--- config.mk ---
export PLATFORM = sky130hd
export DESIGN_NAME = read_status_handler
export DESIGN_NICKNAME = d
export VERILOG_FILES = /design/src/rtl/read_status_handler.sv
export SDC_FILE = /design/constraint.sdc
export NUM_CORES = 1
export LEC_CHECK = 0
export ABC_CLOCK_PERIOD_IN_PS = 6700
export BUFFER_PORTS_ARGS = -buffer_cell sky130_fd_sc_hd__buf_2
export CAP_MARGIN = 5
export CORE_ASPECT_RATIO = 0.8
export CORE_MARGIN = 5
export CORE_UTILIZATION = 50
export DETAILED_ROUTE_END_ITERATION = 10
export HOLD_SLACK_MARGIN = 0.03
export MAX_ROUTING_LAYER = met4
export PLACE_DENSITY = 0.81
export SYNTH_ARGS = -nofsm -noshare
export SYNTH_HDL_FRONTEND = slang
export SYNTH_SLANG_ARGS = --single-unit
export TNS_END_PERCENT = 5
--- constraint.sdc ---
create_clock -name rclk -period 6.7 [get_ports rclk]
set_input_delay 1.005 -clock rclk [delete_from_list [all_inputs] [get_ports rclk]]
set_output_delay 1.005 -clock rclk [all_outputs]
set_load 0.05 [all_outputs]
--- src/rtl/read_status_handler.sv ---
// -----------------------------------------------------------------------------
// read_status_handler
//
// Read-domain pointer and status block of a dual-clock FIFO.
// - Brings the Gray-coded write pointer into the rclk domain through a
//   synchroniser chain of SYNC_STAGES flops.
// - Advances the read pointer.
// - Produces registered empty, almost-empty and occupancy-level outputs.
// - Optionally provides a sticky underflow flag, enabled by defining the
//   macro RD_UNDERFLOW_FLAG_EN.
//
// Handshake: rinc is the consumer's request and rread is the accept.
// - rread = rinc & !rempty and is combinational.
// - An entry is consumed on an rclk edge exactly when rread=1 before that edge.
// - raddr addresses that entry during the cycle and advances on the same edge.
// - A request made while rempty=1 is ignored.
//
// Parameters
//   PS           pointer address width; depth = 2^PS; pointers are PS+1 bits
//   SYNC_STAGES  flops in the wptr synchroniser (2 or more)
//
// Ports
//   rclk         read clock
//   rrst_n       asynchronous active-low reset
//   rinc         read request from the consumer
//   wptr_gray    Gray write pointer from the wclk domain (asynchronous)
//   raempty_thr  almost-empty threshold (quasi-static)
//   rclr_uflow   clears runderflow (ignored when the flag is disabled)
//   rread        combinational read accept
//   raddr        memory read address
//   rptr         registered Gray read pointer, to the write domain
//   rempty       registered empty flag
//   raempty      registered almost-empty flag
//   rlevel       registered occupancy, 0..2^PS
//   runderflow   sticky underflow flag (0 when RD_UNDERFLOW_FLAG_EN is undefined)
// -----------------------------------------------------------------------------
module read_status_handler #(
   parameter int PS          = 4,
   parameter int SYNC_STAGES = 2
) (
   input  logic          rclk,
   input  logic          rrst_n,
   input  logic          rinc,
   input  logic [PS:0]   wptr_gray,
   input  logic [PS:0]   raempty_thr,
   input  logic          rclr_uflow,
   output logic          rread,
   output logic [PS-1:0] raddr,
   output logic [PS:0]   rptr,
   output logic          rempty,
   output logic          raempty,
   output logic [PS:0]   rlevel,
   output logic          runderflow
);

   generate
      if (SYNC_STAGES < 2) begin : g_bad_sync_stages
         $error("read_status_handler: SYNC_STAGES must be 2 or more");
      end
   endgenerate

   // ---------------------------------------------------------------------------
   // Write-pointer synchroniser
   // ---------------------------------------------------------------------------
   logic [PS:0] sync_q [SYNC_STAGES];
   logic [PS:0] rq_wptr;
   logic [PS:0] wq_bin;

   always_ff @(posedge rclk or negedge rrst_n) begin
      if (!rrst_n) begin
         for (int i = 0; i < SYNC_STAGES; i++) sync_q[i] <= '0;
      end else begin
         sync_q[0] <= wptr_gray;
         for (int i = 1; i < SYNC_STAGES; i++) sync_q[i] <= sync_q[i-1];
      end
   end

   assign rq_wptr = sync_q[SYNC_STAGES-1];

   // Gray to binary: each binary bit is the XOR of all Gray bits at or above it.
   always_comb begin
      wq_bin = '0;
      for (int i = 0; i <= PS; i++) wq_bin[i] = ^(rq_wptr >> i);
   end

   // ---------------------------------------------------------------------------
   // Read pointer and status
   // ---------------------------------------------------------------------------
   logic [PS:0] b_rptr_q, b_rptr_d;
   logic [PS:0] rptr_q, rptr_d;
   logic [PS:0] rlevel_q, rlevel_d;
   logic        rempty_q, rempty_d;
   logic        raempty_q, raempty_d;

   assign rread = rinc & ~rempty_q;

   // The status is derived from the post-read pointer, so a read lowers the
   // status on the same edge that consumes the entry. Empty can therefore
   // never be late in the read direction.
   assign b_rptr_d  = b_rptr_q + {{PS{1'b0}}, rread};
   assign rptr_d    = b_rptr_d ^ (b_rptr_d >> 1);
   assign rlevel_d  = wq_bin - b_rptr_d;
   assign rempty_d  = (rptr_d == rq_wptr);
   assign raempty_d = (rlevel_d <= raempty_thr);

   always_ff @(posedge rclk or negedge rrst_n) begin
      if (!rrst_n) begin
         b_rptr_q  <= '0;
         rptr_q    <= '0;
         rlevel_q  <= '0;
         rempty_q  <= 1'b1;
         raempty_q <= 1'b1;
      end else begin
         b_rptr_q  <= b_rptr_d;
         rptr_q    <= rptr_d;
         rlevel_q  <= rlevel_d;
         rempty_q  <= rempty_d;
         raempty_q <= raempty_d;
      end
   end

   assign raddr   = b_rptr_q[PS-1:0];
   assign rptr    = rptr_q;
   assign rempty  = rempty_q;
   assign raempty = raempty_q;
   assign rlevel  = rlevel_q;

   // ---------------------------------------------------------------------------
   // Optional sticky underflow flag
   // ---------------------------------------------------------------------------
`ifdef RD_UNDERFLOW_FLAG_EN
   logic runderflow_q, runderflow_d;

   // The set is applied after the clear, so a set on the same edge wins.
   always_comb begin
      runderflow_d = runderflow_q;
      if (rclr_uflow)         runderflow_d = 1'b0;
      if (rinc && rempty_q)   runderflow_d = 1'b1;
   end

   always_ff @(posedge rclk or negedge rrst_n) begin
      if (!rrst_n) runderflow_q <= 1'b0;
      else         runderflow_q <= runderflow_d;
   end

   assign runderflow = runderflow_q;
`else
   logic unused_rclr_uflow;
   assign unused_rclr_uflow = rclr_uflow;
   assign runderflow        = 1'b0;
`endif

endmodule

==> flow_metrics.env, run 1 <==
export IMPL_relSlewSlack_pct=63.5
export IMPL_min_delay_start="sync_q[8]"
export IMPL_synthToLayoutAreaGrowth_pct=16.4
export IMPL_syn_nets=117
export IMPL_portBuffers=29
export IMPL_m1WireLength_um=752
export IMPL_worst_slew_pin_transition_ps=545
export IMPL_wl_met2_um=869
export IMPL_finalClockSkew_ps=9.13
export IMPL_crit_type="in -> reg"
export IMPL_path_max_fanout=5
export IMPL_critical_path_arrival_ps=3570
export IMPL_post_cts_resized=0
export IMPL_syn_cell_area_mm2=0.00117
export IMPL_avgSynthCellArea_um2=12.7
export IMPL_ys_seq_area_share_pct=55.8
export IMPL_grt_ovfl_total=0
export IMPL_fill_cells=202
export IMPL_dp_hpwl_mm=1.46
export IMPL_gp_congestion=0.746
export IMPL_worstHoldPathCells=0
export IMPL_cts_max_level=1
export IMPL_slowest_delay_ps=340
export IMPL_r2r_setup_slack_ps=3490
export IMPL_synth_edf_count=0
export IMPL_postCtsSetupBuffers=0
export IMPL_rows=15
export IMPL_ys_async_sr_fraction_pct=100
export IMPL_drt_iter0_markers=5
export IMPL_synth_largest_area_cell="dfrtp_1"
export IMPL_postSynthCellCount=92
export IMPL_path_clk_slew_ps=110
export IMPL_vias_per_cell=4.82
export IMPL_wl_per_cell_um=12.1
export IMPL_grt_pass1_wl_mm=3.21
export IMPL_first_global_vias=765
export IMPL_start_util_pct=53.3
export IMPL_nets=150
export IMPL_drc=0
export IMPL_yosys_top_cells_count="dfrtp_1, inv_1, ha_1, xnor2_1, xor2_1"
export IMPL_routed_top_layer="met4"
export IMPL_rsz0062_at_grt="false"
export IMPL_layout_drive_gt1_share_pct=29.3
export IMPL_setup_viol=0
export IMPL_cp_slowest_cell="ha_1"
export IMPL_num_vias=713
export IMPL_min_path_type="reg -> reg"
export IMPL_cap_violations=0
export IMPL_die_w_um=64.1
export IMPL_wl_mm=1.79
export IMPL_root_buffer="clkbuf_4"
export IMPL_drv_slew=0
export IMPL_path_cells="buf_2, and2b_1, and2_1, ha_1, xor2_2, inv_1, ha_1, a21o_1, a21oi_1, xor2_1, ha_1, and3_1, nand3_1, o21ai_0"
export IMPL_cp_start_kind="input port"
export IMPL_r2r_cells=13
export IMPL_synthFlopType="dfrtp_1"
export IMPL_cts_path_max_buffers=2
export IMPL_clkLatencyLatePin_ps=320
export IMPL_grtUsageTotal_pct=12.6
export IMPL_cts_made_buffers=3
export IMPL_cp_common_cell="ha_1"
export IMPL_setup_tns_final_ps=0
export IMPL_fin_crit_sh_pct=49.7
export IMPL_synth_most_common_cell="dfrtp_1"
export IMPL_synth_cell_types=22
export IMPL_period_minus_slack_ps=3330
export IMPL_crit_path_end_kind="flop"
export IMPL_core_area_mm2=0.00220
export IMPL_clock_sinks=26
export IMPL_wl_met3_um=150
export IMPL_antenna_found_initial=0
export IMPL_regToRegEndpoint="raempty"
export IMPL_r2r_start="rq_wptr[4]"
export IMPL_die_area_mm2=0.00341
export IMPL_die_h_um=53.3
export IMPL_required_ps=6940
export IMPL_setup_worst_path_start="rinc"
export IMPL_fmax_mhz=300
export IMPL_tritoncts="yes"
export IMPL_antennaDiodeCount=0
export IMPL_yosysTopAreaCellShare_pct=51.3
export IMPL_holdPathEnd="rq_wptr[3]"
export IMPL_ios=32
export IMPL_yosys_top_cells_area="dfrtp_1, ha_1, xnor2_1"
export IMPL_first_pass_iters=4
export IMPL_cts_hold_buf=0
export IMPL_outcome="finished, final reports clean"
export IMPL_final_antenna_net_count=0
export IMPL_finalHoldViolCount=0
export IMPL_grt_start_max_net_pins=27
export IMPL_synth_seq_cells=26
export IMPL_yosys_warnings=0
[logic make-up after synthesis]
kind of cell / after synthesis / share of synthesized area [%]
AOI/OAI and AO/OA: 9 / 5.77
other: 1 / 0.321
and+or+nand+nor: 9 / 4.60
buffers and inverters: 16 / 5.45
DFF: 26 / 55.8
adders and majority gates: 11 / 12.4
xor gates and xnor gates: 20 / 15.6
[flip-flops by register name, summed over array words and instances (netlist names)]
register	count
rq_wptr	5
sync_q	5
rlevel	5
raempty	1
b_rptr_q	5
rempty	1
rptr	4
[layout make-up]
type                       count  area (µm²)  share of cell area, %
timing repair buffer          29         145                   10.7
multi-input combinational     50         453                   33.3
clock buffer                   3        22.5                   1.65
sequential                    26         653                   48.0
inverter                      15        56.3                   4.14
tap                           25        31.3                   2.30
[placed cells by master (no fill, tap or decap), drive strengths merged, types with 3 or more instances in the layout]
| cell type | instances |
|---|---|
| inv | 15 |
| buf | 29 |
| nand3 | 3 |
| xor2 | 10 |
| xnor2 | 10 |
| clkbuf | 3 |
| dfrtp | 24 |
| o21a | 3 |
| ha | 10 |
[worst max-delay path: cells and delay by family]
kind | cells | cell delay [ps]
AOI/OAI and AO/OA | 3 | 410
adders and majority gates | 3 | 850
xor gates and xnor gates | 2 | 530
and+or+nand+nor | 4 | 590
buffers and inverters | 2 | 170
[metrics by stage]
step | setup slack (ps) | cell area [µm²] | hold WS, ps | std cells | util [%]
4_1_cts | 3360 | 1360 | 363 | 148 | 62.0
3_5_place_dp | 3060 | 1340 | 335 | 145 | 61.0
3_3_place_gp | 3050 | 1340 | 332 | 145 | 61.0
2_1_floorplan | 3070 | 1170 | 331 | 92 | -
5_1_grt | 3200 | 1360 | 371 | 148 | 62.0
6_report | 3370 | 1360 | 360 | 148 | 62.0
[worst max path at each step]
stage          cells after the start       to  slack (ps)
6_report                          14  raempty        3370
5_1_grt                           14  raempty        3200
4_1_cts                           14  raempty        3360
3_5_place_dp                      14  raempty        3060
3_3_place_gp                      14  raempty        3050
2_1_floorplan                     13  raempty        3070
[routing by layer]
| metal | GRT usage [%] | up-vias |
|---|---|---|
| li1 | - | 350 |
| met1 | 13.6 | 338 |
| met2 | 21.9 | 22 |
| met3 | 4.67 | 3 |
| met4 | 3.81 | 0 |
| met5 | - | - |
Power of run 1 is not shown: default switching activity piles up to over one toggle a cycle in this logic, so the estimate is an artifact.
==> run 2, diff against run 1 <==
--- a/config.mk
+++ b/config.mk
@@ -5,7 +5,7 @@
 export SDC_FILE = /design/constraint.sdc
 export NUM_CORES = 1
 export LEC_CHECK = 0
-export ABC_CLOCK_PERIOD_IN_PS = 6700
+export ABC_CLOCK_PERIOD_IN_PS = 3100
 export BUFFER_PORTS_ARGS = -buffer_cell sky130_fd_sc_hd__buf_2
 export CAP_MARGIN = 5
 export CORE_ASPECT_RATIO = 0.8
==> constraint.sdc (replaced) <==
create_clock -name rclk -period 3.1 [get_ports rclk]
set_input_delay 0.465 -clock rclk [delete_from_list [all_inputs] [get_ports rclk]]
set_output_delay 0.465 -clock rclk [all_outputs]
set_load 0.05 [all_outputs]
==> flow_metrics.env, run 2 (synthesized netlist as in run 1, its figures left out) <==
export IMPL_die_h_um=53.3
export IMPL_vias_per_cell=4.83
export IMPL_antenna_found_initial=0
export IMPL_grt_pass1_wl_mm=3.29
export IMPL_cts_made_buffers=3
export IMPL_core_area_mm2=0.00220
export IMPL_antennaDiodeCount=0
export IMPL_cp_start_kind="flop"
export IMPL_drc=0
export IMPL_min_path_type="in -> async"
export IMPL_final_common_cell="buf_2"
export IMPL_final_cell_mix="buf_2, dfrtp_1, inv_1"
export IMPL_period_minus_slack_ps=2960
export IMPL_ios=32
export IMPL_wl_mm=1.91
export IMPL_die_w_um=64.1
export IMPL_worst_slew_pin_transition_ps=553
export IMPL_start_util_pct=53.3
export IMPL_layout_drive_gt1_share_pct=42.0
export IMPL_tritoncts="yes"
export IMPL_fin_crit_sh_pct=95.4
export IMPL_r2r_setup_slack_ps=140
export IMPL_root_buffer="clkbuf_4"
export IMPL_regToRegEndpoint="raempty"
export IMPL_fin_ws_ps=141
export IMPL_cts_max_level=1
export IMPL_cap_violations=0
export IMPL_grtUsageTotal_pct=12.9
export IMPL_rsz0062_at_grt="true"
export IMPL_portBuffers=29
export IMPL_gp_congestion=0.771
export IMPL_critical_path_arrival_ps=3200
export IMPL_required_ps=3340
export IMPL_cts_hold_buf=0
export IMPL_clock_sinks=26
export IMPL_relSlewSlack_pct=63.2
export IMPL_nets=158
export IMPL_first_pass_iters=2
export IMPL_finalClockSkew_ps=7.38
export IMPL_path_clk_slew_ps=120
export IMPL_drt_iter0_markers=4
export IMPL_cts_path_max_buffers=2
export IMPL_wl_per_cell_um=12.2
export IMPL_synthToLayoutAreaGrowth_pct=27.2
export IMPL_num_vias=754
export IMPL_setup_viol=0
export IMPL_dp_hpwl_mm=1.54
export IMPL_first_global_vias=763
export IMPL_grt_start_max_net_pins=27
export IMPL_path_max_fanout=2
export IMPL_drv_slew=0
export IMPL_place_ws_ps=-31.7
export IMPL_rows=15
export IMPL_finalHoldViolCount=0
export IMPL_crit_path_end_kind="flop"
export IMPL_fmax_mhz=338
export IMPL_grt_ovfl_total=0
export IMPL_r2r_cells=13
export IMPL_clkLatencyLatePin_ps=300
export IMPL_crit_type="reg -> reg"
export IMPL_r2r_start="rq_wptr[3]"
export IMPL_outcome="finished, final reports clean"
export IMPL_die_area_mm2=0.00341
export IMPL_final_antenna_net_count=0
[run 2: cell types whose count changed in the layout (fill, tap and decap cells not counted), moves of 2 or more]
cell / previous run / this run
buf_4: 0 / 8
ha_1: 10 / 7
xor2_1: 9 / 6
xor2_2: 1 / 4
ha_4: 0 / 2
[run 2: how the worst max path moves through the flow]
stage                          start  slack, ps  cells past startpoint       to
after floorplan               rempty          2                     11  raempty
after global placement    rq_wptr[4]         70                     13  raempty
after detailed placement  rq_wptr[4]        -30                     13  raempty
after CTS                 rq_wptr[4]          5                     13  raempty
after global routing      rq_wptr[3]        -30                     13  raempty
final                     rq_wptr[3]        140                     13  raempty
[run 2: routing by layer]
metal  GRT usage, %  vias up  share of wire, %
met5              -        -                 0
met4           2.08        0              0.10
met3           4.88        2               8.2
met2           21.7       23                48
met1           15.2      363                44
li1               -      366                 -
[run 2: repair_timing]
| item | 4_1_cts | 5_1_grt |
|---|---|---|
| pin swaps | 1 | 9 |
| buffers inserted | 1 | 4 |
| resized for setup | 2 | 8 |
| setup endpoints to repair | 1 | 1 |
| hold endpoints to repair | 0 | 0 |
[run 2: cell type report]
type	instances	area, µm²
repair buffers	37	205
fillers	167	708
inverters	15	56.3
clock buffers	3	22.5
flip-flops and latches	26	653
well taps	25	31.3
multi-input cells	50	519
[run 2: metrics by stage]
stage | setup TNS [ps] | util, % | instance area [µm²] | cells | hold slack (ps)
after floorplan | 0 | - | 1180 | 92 | 169
after global placement | 0 | 62.7 | 1380 | 148 | 332
after detailed placement | -31.7 | 62.7 | 1380 | 148 | 335
after CTS | 0 | 64.7 | 1420 | 152 | 130
after global routing | -28.2 | 67.7 | 1490 | 156 | 157
final | 0 | 67.7 | 1490 | 156 | 127
[run 2: critical path: stages, from the launching register on]
cell,delay [ps]
dfrtp_1,430
xor2_2,200
xnor2_2,240
xor2_2,200
xor2_1,170
ha_2,210
fa_2,440
inv_2,80
ha_4,190
nor2b_1,120
o21a_1,160
o21a_1,160
o21a_1,160
o21ai_1,130
Power of run 2 is left out for the same reason.
==> run 3, diff against run 2 <==
--- a/config.mk
+++ b/config.mk
@@ -14,7 +14,7 @@
 export DETAILED_ROUTE_END_ITERATION = 10
 export HOLD_SLACK_MARGIN = 0.03
 export MAX_ROUTING_LAYER = met4
-export PLACE_DENSITY = 0.81
+export PLACE_DENSITY = 0.77
 export SYNTH_ARGS = -nofsm -noshare
 export SYNTH_HDL_FRONTEND = slang
 export SYNTH_SLANG_ARGS = --single-unit
==> flow_metrics.env, run 3 (synthesized netlist as in run 1, its figures left out) <==
export IMPL_critical_path_arrival_ps=3260
export IMPL_crit_type="reg -> reg"
export IMPL_path_clk_slew_ps=120
export IMPL_clock_sinks=26
export IMPL_cts_hold_buf=0
export IMPL_drc=0
export IMPL_portBuffers=29
export IMPL_start_util_pct=53.3
export IMPL_crit_path_end_kind="flop"
export IMPL_period_minus_slack_ps=3010
export IMPL_gp_congestion=0.765
export IMPL_cap_violations=0
export IMPL_grtUsageTotal_pct=13.4
export IMPL_layout_drive_gt1_share_pct=40.2
export IMPL_first_pass_iters=3
export IMPL_grt_ovfl_total=0
export IMPL_relSlewSlack_pct=63.4
export IMPL_path_max_fanout=2
export IMPL_cts_made_buffers=3
export IMPL_dp_hpwl_mm=1.51
export IMPL_cts_path_max_buffers=2
export IMPL_nets=159
export IMPL_min_path_type="in -> async"
export IMPL_cp_start_kind="flop"
export IMPL_core_area_mm2=0.00220
export IMPL_ios=32
export IMPL_synthToLayoutAreaGrowth_pct=26.2
export IMPL_root_buffer="clkbuf_4"
export IMPL_antenna_found_initial=0
export IMPL_tritoncts="yes"
export IMPL_fin_crit_sh_pct=97.2
export IMPL_final_cell_mix="buf_2, dfrtp_1, inv_1"
export IMPL_worst_slew_pin_transition_ps=549
export IMPL_final_util_pct=67.2
export IMPL_final_common_cell="buf_2"
export IMPL_die_area_mm2=0.00341
export IMPL_outcome="finished, final reports clean"
export IMPL_drt_iter0_markers=13
export IMPL_die_h_um=53.3
export IMPL_antennaDiodeCount=0
export IMPL_fmax_mhz=332
export IMPL_setup_viol=0
export IMPL_num_vias=731
export IMPL_cts_max_level=1
export IMPL_drv_slew=0
export IMPL_grt_start_max_net_pins=27
export IMPL_clkLatencyLatePin_ps=310
export IMPL_required_ps=3350
export IMPL_final_antenna_net_count=0
export IMPL_finalHoldViolCount=0
export IMPL_vias_per_cell=4.66
export IMPL_die_w_um=64.1
export IMPL_rsz0062_at_grt="true"
export IMPL_grt_pass1_wl_mm=3.38
export IMPL_finalClockSkew_ps=7.29
export IMPL_rows=15
export IMPL_first_global_vias=753
export IMPL_wl_mm=1.92
export IMPL_wl_per_cell_um=12.2
==> run 3: cell types whose count changed in the layout (fill, tap and decap cells not counted) <==
cell,before,now
a21oi_2,1,0
a21oi_1,1,2
xor2_2,4,2
buf_4,8,9
xor2_1,6,8
==> run 3: per-layer routing <==
layer / wire, µm / global-route usage [%] / up-vias
li1: - / - / 370
met2: 860 / 21.4 / 22
met3: 154 / 5.31 / 4
met4: 16 / 3.11 / 0
met5: 0 / - / -
met1: 890 / 16.0 / 335
==> run 3: timing repair <==
| item | CTS | global route |
|---|---|---|
| pin swaps | 1 | 7 |
| resized for setup | 2 | 5 |
| setup endpoints to repair | 1 | 1 |
| buffers inserted | 1 | 5 |
==> run 3: area by class of cell <==
| cell class | instances | area, µm² |
|---|---|---|
| Inverter | 15 | 56.3 |
| Tap cell | 25 | 31.3 |
| Multi-Input combinational cell | 50 | 500 |
| Sequential cell | 26 | 653 |
| Clock buffer | 3 | 22.5 |
| Timing Repair Buffer | 38 | 213 |
| Fill cell | 172 | 719 |
==> run 3: worst paths after layout <==
path | from | to | slack, ps | cells past startpoint
setup / recovery | rq_wptr[3] | raempty | 90 | 13
hold / removal | rrst_n | rptr[0] | 120 | 1
setup reg to reg | rq_wptr[3] | raempty | 90 | 13
hold reg to reg | sync_q[7] | rq_wptr[2] | 360 | 0
max in group asynchronous | rrst_n | raempty | 2610 | 1
min in group rclk | wptr_gray[1] | sync_q[6] | 250 | 1
==> run 3: critical path: stages, from the launching register on <==
cell	delay, ps
dfrtp_1	440
xor2_2	210
xnor2_2	210
xor2_1	230
xor2_1	180
ha_2	230
fa_2	450
inv_2	80
ha_4	190
nor2b_1	120
o21a_1	160
o21a_1	160
o21a_1	160
o21ai_1	140
==> run 3: per-stage QoR <==
stage / area, µm² / instances / TNS, ps / worst slack [ps] / hold WS, ps
after floorplan: 1180 / 92 / 0 / 2.11 / 169
after global placement: 1380 / 148 / 0 / 63.7 / 332
after detailed placement: 1380 / 148 / 0 / 23.2 / 335
after CTS: 1420 / 152 / 0 / 33.5 / 127
after global routing: 1480 / 157 / -20.5 / -20.5 / 146
final: 1480 / 157 / 0 / 88.1 / 115
Power of run 3 is left out for the same reason.
